### config.mk
export PLATFORM = sky130hd
export DESIGN_NAME = ex_stage_flat
export DESIGN_NICKNAME = d
export VERILOG_FILES = /design/src/rtl/cpu_pkg.sv /design/src/rtl/ex_stage_if.sv /design/src/rtl/muldiv_unit.sv /design/src/rtl/ex_stage.sv /design/src/flat_wrapper.sv
export SDC_FILE = /design/constraint.sdc
export NUM_CORES = 2
export LEC_CHECK = 0
export ABC_AREA = 1
export ABC_CLOCK_PERIOD_IN_PS = 4100
export BUFFER_PORTS_ARGS = -buffer_cell sky130_fd_sc_hd__buf_2
export CORE_MARGIN = 3
export CORE_UTILIZATION = 30
export CTS_CLUSTER_SIZE = 12
export DETAILED_ROUTE_END_ITERATION = 10
export SLEW_MARGIN = 10
export SYNTH_ARGS = -nofsm -noshare
export SYNTH_HDL_FRONTEND = slang
export SYNTH_SLANG_ARGS = --single-unit
### constraint.sdc
create_clock -name clk -period 4.1 [get_ports clk]
set_input_delay 0.41 -clock clk [delete_from_list [all_inputs] [get_ports clk]]
set_output_delay 0.41 -clock clk [all_outputs]
set_load 0.02 [all_outputs]
### src/rtl/cpu_pkg.sv
// Shared definitions for the EX stage: ALU/mul-div opcodes, control bit
// positions of the ID/EX register, mul/div FSM states and forwarding helper.
package cpu_pkg;

  // ALU control codes (id_ex[3:0])
  localparam logic [3:0] ALU_AND  = 4'b0000;
  localparam logic [3:0] ALU_OR   = 4'b0001;
  localparam logic [3:0] ALU_ADD  = 4'b0010;
  localparam logic [3:0] ALU_XOR  = 4'b0011;
  localparam logic [3:0] ALU_NOR  = 4'b0100;
  localparam logic [3:0] ALU_SUB  = 4'b0110;
  localparam logic [3:0] ALU_SLT  = 4'b0111;
  localparam logic [3:0] ALU_SLTU = 4'b1000;
  localparam logic [3:0] ALU_SLL  = 4'b1001;
  localparam logic [3:0] ALU_SRL  = 4'b1010;
  localparam logic [3:0] ALU_SRA  = 4'b1011;
  localparam logic [3:0] ALU_LUI  = 4'b1100;

  // Multiply/divide unit operations
  localparam logic [2:0] MD_NONE  = 3'b000;
  localparam logic [2:0] MD_MULT  = 3'b001;
  localparam logic [2:0] MD_MULTU = 3'b010;
  localparam logic [2:0] MD_DIV   = 3'b011;
  localparam logic [2:0] MD_DIVU  = 3'b100;
  localparam logic [2:0] MD_MFHI  = 3'b101;
  localparam logic [2:0] MD_MFLO  = 3'b110;
  localparam logic [2:0] MD_RSVD  = 3'b111;

  // Control bit positions inside the ID/EX control fields
  localparam int WB_REGWRITE = 0;
  localparam int WB_MEMTOREG = 1;
  localparam int M_MEMWRITE  = 0;
  localparam int M_MEMREAD   = 1;
  localparam int EX_ALUCTR_LSB = 0;
  localparam int EX_ALUCTR_MSB = 3;
  localparam int EX_ALUSRCA  = 4;
  localparam int EX_ALUSRCB  = 5;
  localparam int EX_REGDST   = 6;

  typedef enum logic [1:0] {
    MD_IDLE = 2'b00,
    MD_BUSY = 2'b01,
    MD_FIX  = 2'b10
  } md_state_e;

  // Operations that launch an iterative multiply or divide
  function automatic logic md_is_start(input logic [2:0] op);
    return (op == MD_MULT) || (op == MD_MULTU) || (op == MD_DIV) || (op == MD_DIVU);
  endfunction

  // Operations that depend on the unit (launch or read HI/LO)
  function automatic logic md_is_access(input logic [2:0] op);
    return md_is_start(op) || (op == MD_MFHI) || (op == MD_MFLO);
  endfunction

  // Operand forwarding: MEM beats WB, register 0 never forwards
  function automatic logic [31:0] fwd_sel(
    input logic [4:0]  idx,
    input logic [31:0] rf_data,
    input logic        mem_we,
    input logic [4:0]  mem_idx,
    input logic [31:0] mem_val,
    input logic        wb_we,
    input logic [4:0]  wb_idx,
    input logic [31:0] wb_val
  );
    logic [31:0] r;
    if (mem_we && (mem_idx != 5'd0) && (mem_idx == idx)) begin
      r = mem_val;
    end else if (wb_we && (wb_idx != 5'd0) && (wb_idx == idx)) begin
      r = wb_val;
    end else begin
      r = rf_data;
    end
    return r;
  endfunction

endpackage

### src/rtl/ex_stage_if.sv
// Bundle of ID/EX inputs, forwarding inputs and EX/MEM outputs of the EX stage.
interface ex_stage_if;
  logic [1:0]  id_wb;
  logic [1:0]  id_m;
  logic [6:0]  id_ex;
  logic [2:0]  md_op;
  logic [31:0] pc_plus_4;
  logic [31:0] signext;
  logic [31:0] zeroext;
  logic [4:0]  rd;
  logic [4:0]  rs;
  logic [4:0]  rt;
  logic [31:0] rs_data;
  logic [31:0] rt_data;
  logic        mem_regwrite;
  logic        wb_regwrite;
  logic [4:0]  mem_rd;
  logic [4:0]  wb_rd;
  logic [31:0] mem_result;
  logic [31:0] wb_result;
  logic [1:0]  ex_wb_out;
  logic [1:0]  ex_m_out;
  logic [31:0] alu_result;
  logic [31:0] store_data;
  logic [4:0]  dest_reg;
  logic        md_stall;

  // Pipeline side feeding the EX stage
  modport master (
    output id_wb, id_m, id_ex, md_op, pc_plus_4, signext, zeroext,
           rd, rs, rt, rs_data, rt_data, mem_regwrite, wb_regwrite,
           mem_rd, wb_rd, mem_result, wb_result,
    input  ex_wb_out, ex_m_out, alu_result, store_data, dest_reg, md_stall
  );

  // EX stage itself
  modport slave (
    input  id_wb, id_m, id_ex, md_op, pc_plus_4, signext, zeroext,
           rd, rs, rt, rs_data, rt_data, mem_regwrite, wb_regwrite,
           mem_rd, wb_rd, mem_result, wb_result,
    output ex_wb_out, ex_m_out, alu_result, store_data, dest_reg, md_stall
  );
endinterface

### src/rtl/muldiv_unit.sv
// Iterative 32-step multiply/divide unit with HI/LO registers and the
// front-end stall for instructions that hit it while it is busy.
module muldiv_unit
  import cpu_pkg::*;
(
  input  logic        clk,
  input  logic        reset,
  input  logic [2:0]  md_op_i,
  input  logic [31:0] rs_val_i,
  input  logic [31:0] rt_val_i,
  output logic [31:0] hi_o,
  output logic [31:0] lo_o,
  output logic        md_stall_o
);

  md_state_e   state_q, state_d;
  logic [4:0]  count_q, count_d;
  logic [31:0] mcand_q, mcand_d;   // multiplicand or divisor magnitude
  logic [63:0] work_q, work_d;     // {acc/remainder, multiplier/quotient}
  logic        is_mul_q, is_mul_d;
  logic        neg_lo_q, neg_lo_d;
  logic        neg_hi_q, neg_hi_d;
  logic        dz_q, dz_d;
  logic [31:0] hi_q, hi_d;
  logic [31:0] lo_q, lo_d;

  logic        signed_op_s;
  logic        sa_s, sb_s;
  logic [31:0] ma_s, mb_s;
  logic [32:0] mul_sum_s;
  logic [63:0] mul_next_s;
  logic [32:0] div_sh_s;
  logic [32:0] div_diff_s;
  logic        div_ge_s;
  logic [63:0] div_next_s;
  logic [63:0] mul_res_s;
  logic [31:0] div_lo_s;
  logic [31:0] div_hi_s;

  // Operand magnitudes and signs for a launch this cycle
  assign signed_op_s = (md_op_i == MD_MULT) || (md_op_i == MD_DIV);
  assign sa_s = signed_op_s & rs_val_i[31];
  assign sb_s = signed_op_s & rt_val_i[31];
  assign ma_s = sa_s ? (~rs_val_i + 32'd1) : rs_val_i;
  assign mb_s = sb_s ? (~rt_val_i + 32'd1) : rt_val_i;

  // One shift-add multiply step
  assign mul_sum_s  = {1'b0, work_q[63:32]} + (work_q[0] ? {1'b0, mcand_q} : 33'd0);
  assign mul_next_s = {mul_sum_s, work_q[31:1]};

  // One restoring divide step
  assign div_sh_s   = work_q[63:31];
  assign div_diff_s = div_sh_s - {1'b0, mcand_q};
  assign div_ge_s   = (div_sh_s >= {1'b0, mcand_q});
  assign div_next_s = div_ge_s ? {div_diff_s[31:0], work_q[30:0], 1'b1}
                               : {div_sh_s[31:0],   work_q[30:0], 1'b0};

  // Sign-corrected results; a zero divisor leaves the dividend as remainder
  assign mul_res_s = neg_lo_q ? (~work_q + 64'd1) : work_q;
  assign div_lo_s  = dz_q ? 32'hFFFF_FFFF
                          : (neg_lo_q ? (~work_q[31:0] + 32'd1) : work_q[31:0]);
  assign div_hi_s  = neg_hi_q ? (~work_q[63:32] + 32'd1) : work_q[63:32];

  // Next-state logic for the mul/div sequencer
  always_comb begin
    state_d  = state_q;
    count_d  = count_q;
    mcand_d  = mcand_q;
    work_d   = work_q;
    is_mul_d = is_mul_q;
    neg_lo_d = neg_lo_q;
    neg_hi_d = neg_hi_q;
    dz_d     = dz_q;
    hi_d     = hi_q;
    lo_d     = lo_q;
    case (state_q)
      MD_IDLE: begin
        if (md_is_start(md_op_i)) begin
          state_d  = MD_BUSY;
          count_d  = 5'd0;
          neg_lo_d = sa_s ^ sb_s;
          neg_hi_d = sa_s;
          if ((md_op_i == MD_MULT) || (md_op_i == MD_MULTU)) begin
            is_mul_d = 1'b1;
            dz_d     = 1'b0;
            mcand_d  = ma_s;
            work_d   = {32'd0, mb_s};
          end else begin
            is_mul_d = 1'b0;
            dz_d     = (rt_val_i == 32'd0);
            mcand_d  = mb_s;
            work_d   = {32'd0, ma_s};
          end
        end else begin
          state_d = MD_IDLE;
        end
      end
      MD_BUSY: begin
        work_d  = is_mul_q ? mul_next_s : div_next_s;
        count_d = count_q + 5'd1;
        if (count_q == 5'd31) begin
          state_d = MD_FIX;
        end else begin
          state_d = MD_BUSY;
        end
      end
      MD_FIX: begin
        if (is_mul_q) begin
          hi_d = mul_res_s[63:32];
          lo_d = mul_res_s[31:0];
        end else begin
          hi_d = div_hi_s;
          lo_d = div_lo_s;
        end
        count_d = 5'd0;
        state_d = MD_IDLE;
      end
      default: begin
        state_d = MD_IDLE;
        count_d = 5'd0;
      end
    endcase
  end

  // State, counter, operand latches and HI/LO registers
  always_ff @(posedge clk) begin
    if (reset) begin
      state_q  <= MD_IDLE;
      count_q  <= 5'd0;
      mcand_q  <= 32'd0;
      work_q   <= 64'd0;
      is_mul_q <= 1'b0;
      neg_lo_q <= 1'b0;
      neg_hi_q <= 1'b0;
      dz_q     <= 1'b0;
      hi_q     <= 32'd0;
      lo_q     <= 32'd0;
    end else begin
      state_q  <= state_d;
      count_q  <= count_d;
      mcand_q  <= mcand_d;
      work_q   <= work_d;
      is_mul_q <= is_mul_d;
      neg_lo_q <= neg_lo_d;
      neg_hi_q <= neg_hi_d;
      dz_q     <= dz_d;
      hi_q     <= hi_d;
      lo_q     <= lo_d;
    end
  end

  assign hi_o       = hi_q;
  assign lo_o       = lo_q;
  assign md_stall_o = (state_q != MD_IDLE) && md_is_access(md_op_i);

endmodule

### src/rtl/ex_stage.sv
// MIPS execute stage: operand forwarding, ALU, HI/LO readout and the
// EX/MEM control bubble while the mul/div unit holds the front end.
module ex_stage
  import cpu_pkg::*;
(
  input logic       clk,
  input logic       reset,
  ex_stage_if.slave bus
);

  logic [31:0] fwd_a_s, fwd_b_s;
  logic [31:0] op_a_s, op_b_s;
  logic [3:0]  alu_ctr_s;
  logic [31:0] alu_raw_s;
  logic [31:0] alu_out_s;
  logic [31:0] hi_s, lo_s;
  logic        md_stall_s;
  logic [1:0]  wb_out_s, m_out_s;
  logic        unused_pc_s;

  assign unused_pc_s = ^bus.pc_plus_4;

  assign alu_ctr_s = bus.id_ex[EX_ALUCTR_MSB:EX_ALUCTR_LSB];

  assign fwd_a_s = fwd_sel(bus.rs, bus.rs_data, bus.mem_regwrite, bus.mem_rd,
                           bus.mem_result, bus.wb_regwrite, bus.wb_rd, bus.wb_result);
  assign fwd_b_s = fwd_sel(bus.rt, bus.rt_data, bus.mem_regwrite, bus.mem_rd,
                           bus.mem_result, bus.wb_regwrite, bus.wb_rd, bus.wb_result);

  // ALU operand selection; logical immediates use the zero-extended form
  always_comb begin
    if (bus.id_ex[EX_ALUSRCA]) begin
      op_a_s = {27'd0, bus.signext[10:6]};
    end else begin
      op_a_s = fwd_a_s;
    end
    if (!bus.id_ex[EX_ALUSRCB]) begin
      op_b_s = fwd_b_s;
    end else if ((alu_ctr_s == ALU_AND) || (alu_ctr_s == ALU_OR) || (alu_ctr_s == ALU_XOR)) begin
      op_b_s = bus.zeroext;
    end else begin
      op_b_s = bus.signext;
    end
  end

  // ALU function decode
  always_comb begin
    alu_raw_s = 32'd0;
    case (alu_ctr_s)
      ALU_AND:  alu_raw_s = op_a_s & op_b_s;
      ALU_OR:   alu_raw_s = op_a_s | op_b_s;
      ALU_ADD:  alu_raw_s = op_a_s + op_b_s;
      ALU_XOR:  alu_raw_s = op_a_s ^ op_b_s;
      ALU_NOR:  alu_raw_s = ~(op_a_s | op_b_s);
      ALU_SUB:  alu_raw_s = op_a_s - op_b_s;
      ALU_SLT:  alu_raw_s = {31'd0, ($signed(op_a_s) < $signed(op_b_s))};
      ALU_SLTU: alu_raw_s = {31'd0, (op_a_s < op_b_s)};
      ALU_SLL:  alu_raw_s = op_b_s << op_a_s[4:0];
      ALU_SRL:  alu_raw_s = op_b_s >> op_a_s[4:0];
      ALU_SRA:  alu_raw_s = $signed(op_b_s) >>> op_a_s[4:0];
      ALU_LUI:  alu_raw_s = {op_b_s[15:0], 16'd0};
      default:  alu_raw_s = 32'd0;
    endcase
  end

  muldiv_unit u_muldiv (
    .clk        (clk),
    .reset      (reset),
    .md_op_i    (bus.md_op),
    .rs_val_i   (fwd_a_s),
    .rt_val_i   (fwd_b_s),
    .hi_o       (hi_s),
    .lo_o       (lo_s),
    .md_stall_o (md_stall_s)
  );

  // Result mux and EX/MEM control; stalled or launching mul/div writes nothing
  always_comb begin
    if (bus.md_op == MD_MFHI) begin
      alu_out_s = hi_s;
    end else if (bus.md_op == MD_MFLO) begin
      alu_out_s = lo_s;
    end else begin
      alu_out_s = alu_raw_s;
    end
    if (md_stall_s || md_is_start(bus.md_op)) begin
      wb_out_s = 2'b00;
      m_out_s  = 2'b00;
    end else begin
      wb_out_s = bus.id_wb;
      m_out_s  = bus.id_m;
    end
  end

  assign bus.alu_result = alu_out_s;
  assign bus.store_data = fwd_b_s;
  assign bus.dest_reg   = bus.id_ex[EX_REGDST] ? bus.rd : bus.rt;
  assign bus.ex_wb_out  = wb_out_s;
  assign bus.ex_m_out   = m_out_s;
  assign bus.md_stall   = md_stall_s;

endmodule
### src/flat_wrapper.sv
// flat-port wrapper written by rule: the top's interface ports become plain ports
module ex_stage_flat import cpu_pkg::*;
  (clk, reset, bus_id_wb, bus_id_m, bus_id_ex, bus_md_op, bus_pc_plus_4, bus_signext, bus_zeroext, bus_rd, bus_rs, bus_rt, bus_rs_data, bus_rt_data, bus_mem_regwrite, bus_wb_regwrite, bus_mem_rd, bus_wb_rd, bus_mem_result, bus_wb_result, bus_ex_wb_out, bus_ex_m_out, bus_alu_result, bus_store_data, bus_dest_reg, bus_md_stall);
  ex_stage_if bus_i ();
  input logic clk;
  input logic reset;
  input wire logic [$bits(bus_i.id_wb)-1:0] bus_id_wb;
  input wire logic [$bits(bus_i.id_m)-1:0] bus_id_m;
  input wire logic [$bits(bus_i.id_ex)-1:0] bus_id_ex;
  input wire logic [$bits(bus_i.md_op)-1:0] bus_md_op;
  input wire logic [$bits(bus_i.pc_plus_4)-1:0] bus_pc_plus_4;
  input wire logic [$bits(bus_i.signext)-1:0] bus_signext;
  input wire logic [$bits(bus_i.zeroext)-1:0] bus_zeroext;
  input wire logic [$bits(bus_i.rd)-1:0] bus_rd;
  input wire logic [$bits(bus_i.rs)-1:0] bus_rs;
  input wire logic [$bits(bus_i.rt)-1:0] bus_rt;
  input wire logic [$bits(bus_i.rs_data)-1:0] bus_rs_data;
  input wire logic [$bits(bus_i.rt_data)-1:0] bus_rt_data;
  input wire logic [$bits(bus_i.mem_regwrite)-1:0] bus_mem_regwrite;
  input wire logic [$bits(bus_i.wb_regwrite)-1:0] bus_wb_regwrite;
  input wire logic [$bits(bus_i.mem_rd)-1:0] bus_mem_rd;
  input wire logic [$bits(bus_i.wb_rd)-1:0] bus_wb_rd;
  input wire logic [$bits(bus_i.mem_result)-1:0] bus_mem_result;
  input wire logic [$bits(bus_i.wb_result)-1:0] bus_wb_result;
  output wire logic [$bits(bus_i.ex_wb_out)-1:0] bus_ex_wb_out;
  output wire logic [$bits(bus_i.ex_m_out)-1:0] bus_ex_m_out;
  output wire logic [$bits(bus_i.alu_result)-1:0] bus_alu_result;
  output wire logic [$bits(bus_i.store_data)-1:0] bus_store_data;
  output wire logic [$bits(bus_i.dest_reg)-1:0] bus_dest_reg;
  output wire logic [$bits(bus_i.md_stall)-1:0] bus_md_stall;
  assign bus_i.id_wb = bus_id_wb;
  assign bus_i.id_m = bus_id_m;
  assign bus_i.id_ex = bus_id_ex;
  assign bus_i.md_op = bus_md_op;
  assign bus_i.pc_plus_4 = bus_pc_plus_4;
  assign bus_i.signext = bus_signext;
  assign bus_i.zeroext = bus_zeroext;
  assign bus_i.rd = bus_rd;
  assign bus_i.rs = bus_rs;
  assign bus_i.rt = bus_rt;
  assign bus_i.rs_data = bus_rs_data;
  assign bus_i.rt_data = bus_rt_data;
  assign bus_i.mem_regwrite = bus_mem_regwrite;
  assign bus_i.wb_regwrite = bus_wb_regwrite;
  assign bus_i.mem_rd = bus_mem_rd;
  assign bus_i.wb_rd = bus_wb_rd;
  assign bus_i.mem_result = bus_mem_result;
  assign bus_i.wb_result = bus_wb_result;
  assign bus_ex_wb_out = bus_i.ex_wb_out;
  assign bus_ex_m_out = bus_i.ex_m_out;
  assign bus_alu_result = bus_i.alu_result;
  assign bus_store_data = bus_i.store_data;
  assign bus_dest_reg = bus_i.dest_reg;
  assign bus_md_stall = bus_i.md_stall;
  ex_stage u_core (.clk(clk), .reset(reset), .bus(bus_i));
endmodule
[After elaboration in Yosys (flattened, before gate mapping)]
Index checks and enable logic that the tools add are counted.
Storage, ports and cells
  register bits: 171
  output and inout bits: 74
  bits of input ports: 267
  logic and storage cells: 123
Operators by class
  add/sub/neg operators: 10
  reduce and logical (&&, ||, !) cells: 25
  eq/ne operators: 25
  bitwise gates (word level): 12
  magnitude comparators: 3
  multiplexer cells: 35
  shifts and indexed selects: 3
Operator list (count)
  two-way mux 32 bit: 19
  one-hot mux 32 bit (12 select lines): 1
  two-way mux 64 bit: 4
  inverter 32 bit: 5
  adder 32 x 1 -> 32 bit (second input constant): 4
  one-hot mux 64 bit (2 select lines): 1
  adder 64 x 1 -> 64 bit (second input constant): 1
  < comparator 32 bit: 2
  inverter 64 bit: 1
  subtractor 32 bit: 2
  adder 32 x 32 -> 33 bit: 1
  >= comparator 33 x 32 -> 1 bit: 1
  adder 32 bit: 1
  bitwise AND 32 bit: 1
  zero test 32 bit: 1
  bitwise OR 32 bit: 1
  left shift 32 x 5 -> 32 bit: 1
  >> shifter 32 x 5 -> 32 bit: 1
  >>> shifter 32 x 5 -> 32 bit: 1
  bitwise XOR 32 bit: 1
  == test 4 bit (second input constant): 5
  == test 5 bit: 4
  == test 4 x 3 -> 1 bit (second input constant): 3
  two-way mux 5 bit: 2
  other kinds (23): 49

[Longest topological paths before layout]
  word-level depth: 11
  depth in mapped cells: 35
  mapped depth without buffers: 33

[Cells and area by module]
From an unflattened synthesis, not the netlist that was laid out.
Second synthesis, totals
  cell total of the unflattened synthesis: 6012
  area total of the unflattened synthesis: 31886.8 µm²
By module, submodules not included
  muldiv_unit: instances 1, cells an instance 3254, area each 17968.5 µm², seq. area each 3423.3 µm²
  ex_stage: instances 1, cells an instance 2758, area each 13918.3 µm², seq. area each 0.0 µm²

[Worst setup path after synthesis]
Ideal clock, no wire load.
  path type: input -> output
  start point: input port bus_wb_rd[3]
  end point: output port bus_alu_result[22]
  stages: 27
  data arrival time: 4.307 ns
  required time: 3.690 ns
  path buffers: 1
  path slack: -0.617 ns
  cell sequence: nor2_1 -> nand3b_1 -> nand2_2 -> inv_2 -> nand3_2 -> buf_6 -> nand2_1 -> nand3_1 -> nand2_1 -> o21ai_1 -> inv_1 -> ha_1 -> fa_1 -> or2_1 -> a21oi_1 -> a21boi_1 -> o21ai_0 -> nand2_1 -> nand2_1 -> a21boi_1 -> o21ai_0 -> nand3_1 -> nand3_1 -> nand3_1 -> nand3_1 -> o21ai_1 -> a21oi_1
Between the ends
  elaborated cells on any way between the ends: 24
  classes of those cells: 2 x add/sub; 2 x eq/ne; 3 x shift; 9 x mux; 4 x bitwise; 4 x reduce/logical
RTL lines
  start: declaration: RTL line flat_wrapper.sv:22  | input wire logic [$bits(bus_i.wb_rd)-1:0] bus_wb_rd;
  nonzero test 5 bit: RTL line cpu_pkg.sv:70  | end else if (wb_we && (wb_idx != 5'd0) && (wb_idx == idx)) begin
  logical AND 1 bit: RTL line cpu_pkg.sv:70
  logical AND 1 bit *: RTL line cpu_pkg.sv:70
  two-way mux 32 bit *: RTL line cpu_pkg.sv:70
  two-way mux 32 bit *: RTL line cpu_pkg.sv:68  | if (mem_we && (mem_idx != 5'd0) && (mem_idx == idx)) begin
  via bus_store_data[0]: RTL line flat_wrapper.sv:28  | output wire logic [$bits(bus_i.store_data)-1:0] bus_store_data;
  two-way mux 32 bit *: RTL line ex_stage.sv:37  | if (!bus.id_ex[EX_ALUSRCB]) begin
  subtractor 32 bit, or another cell as far along: RTL line ex_stage.sv:55  | ALU_SUB: alu_raw_s = op_a_s - op_b_s;
  one-hot mux 32 bit (12 select lines) *: RTL line ex_stage.sv:49  | case (alu_ctr_s)
  two-way mux 32 bit *: RTL line ex_stage.sv:81  | end else if (bus.md_op == MD_MFLO) begin
  two-way mux 32 bit *: RTL line ex_stage.sv:79  | if (bus.md_op == MD_MFHI) begin
  end: declaration: RTL line flat_wrapper.sv:27  | output wire logic [$bits(bus_i.alu_result)-1:0] bus_alu_result;
The timed path passes the listed nets; every way through them passes the cells marked *.

[Worst setup path in the final report]
  start point: input port bus_mem_rd[0]
  end point: output port bus_alu_result[21]
Between the ends
  longest elaborated chain between the ends: 10
  elaborated cells on any way between the ends: 22
  classes of those cells: 2 x add/sub; 2 x eq/ne; 3 x shift; 7 x mux; 4 x bitwise; 4 x reduce/logical
Ends and longest elaborated chain
  start: declaration: RTL line flat_wrapper.sv:21  | input wire logic [$bits(bus_i.mem_rd)-1:0] bus_mem_rd;
  parallel branches: the longest is 7 deep, another holds subtractor 32 bit
  one-hot mux 32 bit (12 select lines) *: RTL line ex_stage.sv:49
  two-way mux 32 bit *: RTL line ex_stage.sv:81
  two-way mux 32 bit *: RTL line ex_stage.sv:79
Every way passes the cells marked *.

==> summary.md <==
| Metric | Value |
|---|---|
| Initial antenna violation count | 8 |
| Core outline area | roughly 95000 um2 |
| GP Congestion | between 1 and 1.5 |
| Hold Crit Depth | 2 |
| Hold Slack | 475 ps |
| Chip Width | ~320 um |
| Die Y | around 320 um |
| Antenna Nets Post-Route | 0 |
| # setup viols final | 30 |
| Worst setup SP type | primary input |
| Max rail drop VDD | between 0.0003 and 0.0004 V |
| Slew Limit Fails | 0 |
| Clk pwr share | 12.5% |
| P_leak | roughly 21 nW |
| Clock Latency Late Sink | between 400 and 500 ps |
| Hold Crit Class | flip-flop to flip-flop |
| RSZ-0062 raised after global routing | true |
| Max cap viols | 0 |
| Die area | 100000 um2 |
| Yosys top cell area share | 18.4% |
| Synthesized area per cell | about 5.5 um2 |
| DR vias | 40900 |
| Worst-Margin Slew | 1100 ps |
| Dpl hpwl | 137000 um |
| Post-synth top area cell | nand2_1 |
| M1 wire length | between 70000 and 80000 um |
| Post-CTS Hold Buffers | 0 |
| Mapped cell area | about 29000 um2 |
| Mapped Cells | 5310 |
| Most frequent cells after synthesis | 1425 x nand2_1, 683 x inv_1, 613 x nand3_1 |
| Met3 wire length | approximately 18000 um |
| Achievable frequency | between 0.2 and 0.25 GHz |
| Power Internal | 6.38 mW |
| Worst endpoint required time | 3690 ps |
| CTS buffer count | 17 |
| R2R cell count | 16 |
| Initial core utilization | 30.4% |
| Worst Hold Path EP | u_core.u_muldiv.count_q[3]$_SDFFE_PP0P_ |
| DR WL/cell | roughly 23 um |
| Post-synth ARST share | 0% |
| Maximum clock path buffer count | 2 |
| Fin util | 43.2% |
| Clk root buf | clkbuf_16 |
| Comb pwr share | 72.4% |
| Placement Rows | 113 |
| Synth warnings | 0 |
| Final Hold Fails | 0 |
| Ys flop type | dfxtp_1 |
| Run status | finished with violations |
| Total gr overflow | 0 |
| Flops & latches, synth | approximately 170 |
| PD cells | 343 nW/um2 |
| DP Cell Count | 7359 |
| Period utilization | 119% |
| 1st-iter DRT viols | 4852 |
| First-pass DRT Iterations | 7 |
| Flop pwr share | 15.0% |
| Post-Syn Nets | 5754 |
| Worst slew margin | 26.5% |
| Total track usage | 32.2% |
| Reg-to-Reg Start | u_core.u_muldiv.work_q[0]$_SDFFE_PP0P_ |
| Top Metal Used | met5 |
| Switch share | 54.8% |
| Number of global-route vias before repair | 37600 |
| Reg clk slew, reported paths | 70 ps |
| # DRC | 0 |
| Area grow syn2layout | 42.2% |
| Synth top area cells | nand2_1 18%, dfxtp_1 12%, nand3_1 11% |
| Sw Pwr | 7.75 mW |
| Critical path data arrival time | 4480 ps |
| Violated checks | setup timing |
| Top-count cell post-synth | nand2_1 |
| Final WS setup | -795 ps |
| I/O pin count | 341 |
| Post-synth EDFFs | 0 |
| Post-DP Area | 36800 um2 |
| Worst r2r dst | u_core.u_muldiv.work_q[58]$_SDFFE_PP0P_ |
| Setup tns final | -17790 ps |
| Port bufs | 308 |
| FF-to-FF setup slack | 440 ps |
| Critical path peak fanout | 8 |
| Nets | 6636 |
| Fillcell total | slightly above 10000 |
| CP Capture Type | output port |
| CTS Sinks | about 170 |
| Post-route insts no fill | 7475 |
| Setup Skew | ~9.2 ps |
| Setup CP Type | primary input to output port |
| Fin crit period | 4890 ps |
| Post-synth cell types | 70 |
| Via density | 5.48 |
| Htree depth | 4 |
| Global-route wire length before repair | 243000 um |
| Final Routed Wirelength | 170000 um |
| Cell area after layout | about 41000 um2 |
| Met2 wire length | about 71000 um |
| Pin count of the biggest net entering global routing | 107 |
| CTS tree | built |
| Layout cell share with drive strength beyond 1 | 28.1% |
| Register area share after synthesis | 11.8% |
| Min-delay src | u_core.u_muldiv.count_q[3]$_SDFFE_PP0P_ |
[registers in the layout (all words and copies together) (netlist names)]
| register | count |
|---|---|
| u_core.u_muldiv.work_q | 64 |
| u_core.u_muldiv.hi_o | 32 |
| u_core.u_muldiv.lo_o | 32 |
| u_core.u_muldiv.mcand_q | 32 |
| u_core.u_muldiv.count_q | 5 |
| u_core.u_muldiv.state_q | 2 |
| u_core.u_muldiv.dz_q | 1 |
| u_core.u_muldiv.is_mul_q | 1 |
| u_core.u_muldiv.neg_hi_q | 1 |
| u_core.u_muldiv.neg_lo_q | 1 |
[metal layers]
| layer | global-route usage [%] | vias up |
|---|---|---|
| li1 | - | 19400 |
| met1 | 44.6 | 19200 |
| met2 | 48.6 | 2048 |
| met3 | 7.05 | 329 |
| met4 | 11.8 | 2 |
| met5 | 0 | - |
[critical path, cell delays in order]
cell and delay (ps):
buf_8 110, xnor2_2 160, nand2_2 90, nor2_4 180
nand3_4 180, buf_6 170, buf_12 140, o211ai_1 310
nand2_2 190, ha_4 210, a21oi_2 140, nand2_1 90
nand2_1 80, nand3b_1 220, buf_6 210, nand3_2 80
nand3_4 100, buf_6 140, o21ai_1 100, a21oi_1 60
a311oi_2 350, buf_4 180, nand4_1 200, nand2_2 160
a21oi_4 70, buf_6 140
[cell families (layout without fill, tap and decap cells)]
logic type,after synthesis,count (layout),synth area share [%]
DFF,171,171,11.8
xor gates and xnor gates,120,120,3.62
AOI/OAI and AO/OA,1070,1070,21.5
buffers and inverters,975,1869,13.5
muxes,4,4,0.155
other,0,5,0
and+or+nand+nor,2793,2794,41.7
adders and majority gates,177,177,7.74
[repair_timing]
item	in CTS	in global routing
setup endpoints to repair	32	32
pin swaps	105	181
gates resized for setup	386	364
setup buffers	41	42
gates cloned	3	9
[worst max path at each step]
stage                        from                 end  slack, ps  depth (start not counted)
finish              bus_mem_rd[0]  bus_alu_result[21]       -790                         26
global route         bus_wb_rd[0]  bus_alu_result[29]       -950                         33
CTS                 bus_mem_rd[3]  bus_alu_result[26]       -780                         30
detailed placement   bus_wb_rd[1]  bus_alu_result[18]      -1440                         28
global placement     bus_wb_rd[0]  bus_alu_result[18]      -1370                         26
floorplan            bus_wb_rd[4]  bus_alu_result[24]       -110                         30
[metrics by stage]
stage                     power [mW]  setup WS (ps)
final                           14.1           -795
after CTS                       13.4           -777
after global routing            15.0           -952
after global placement          11.3          -1370
after detailed placement        11.2          -1440
after floorplan                 7.43           -114
[final cells by class]
cell class | count | area, um2 | area share [%]
Multi-Input combinational cell | 4165 | 24300 | 59.0
Timing Repair Buffer | 1125 | 8590 | 20.8
Sequential cell | 171 | 3420 | 8.30
Inverter | 711 | 2690 | 6.52
Tap cell | 1265 | 1580 | 3.84
Clock buffer | 18 | 429 | 1.04
Clock inverter | 14 | 178 | 0.431
Antenna cell | 5 | 12.5 | 0.0303
Timing Repair inverter | 1 | 6.26 | 0.0152
[cells in the final DEF (no fill, tap or decap), types with 146 or more instances in the layout]
cell type / instances
a21oi_1: 320
buf_2: 262
buf_4: 736
dfxtp_1: 170
ha_1: 146
inv_1: 660
nand2_1: 1320
nand3_1: 542
nor2_1: 402
o21ai_0: 277
[power by group through the flow]
| stage | logic, mW | clock network [mW] | registers (mW) |
|---|---|---|---|
| after CTS | 9.53 | 1.78 | 2.11 |
| after global placement | 9.12 | 0 | 2.14 |
| after global routing | 11.0 | 1.85 | 2.13 |
| final | 10.2 | 1.77 | 2.13 |
| after detailed placement | 9.10 | 0 | 2.14 |
| after floorplan | 5.40 | 0 | 2.03 |
Note: power is estimated with default switching activity, not from simulation.
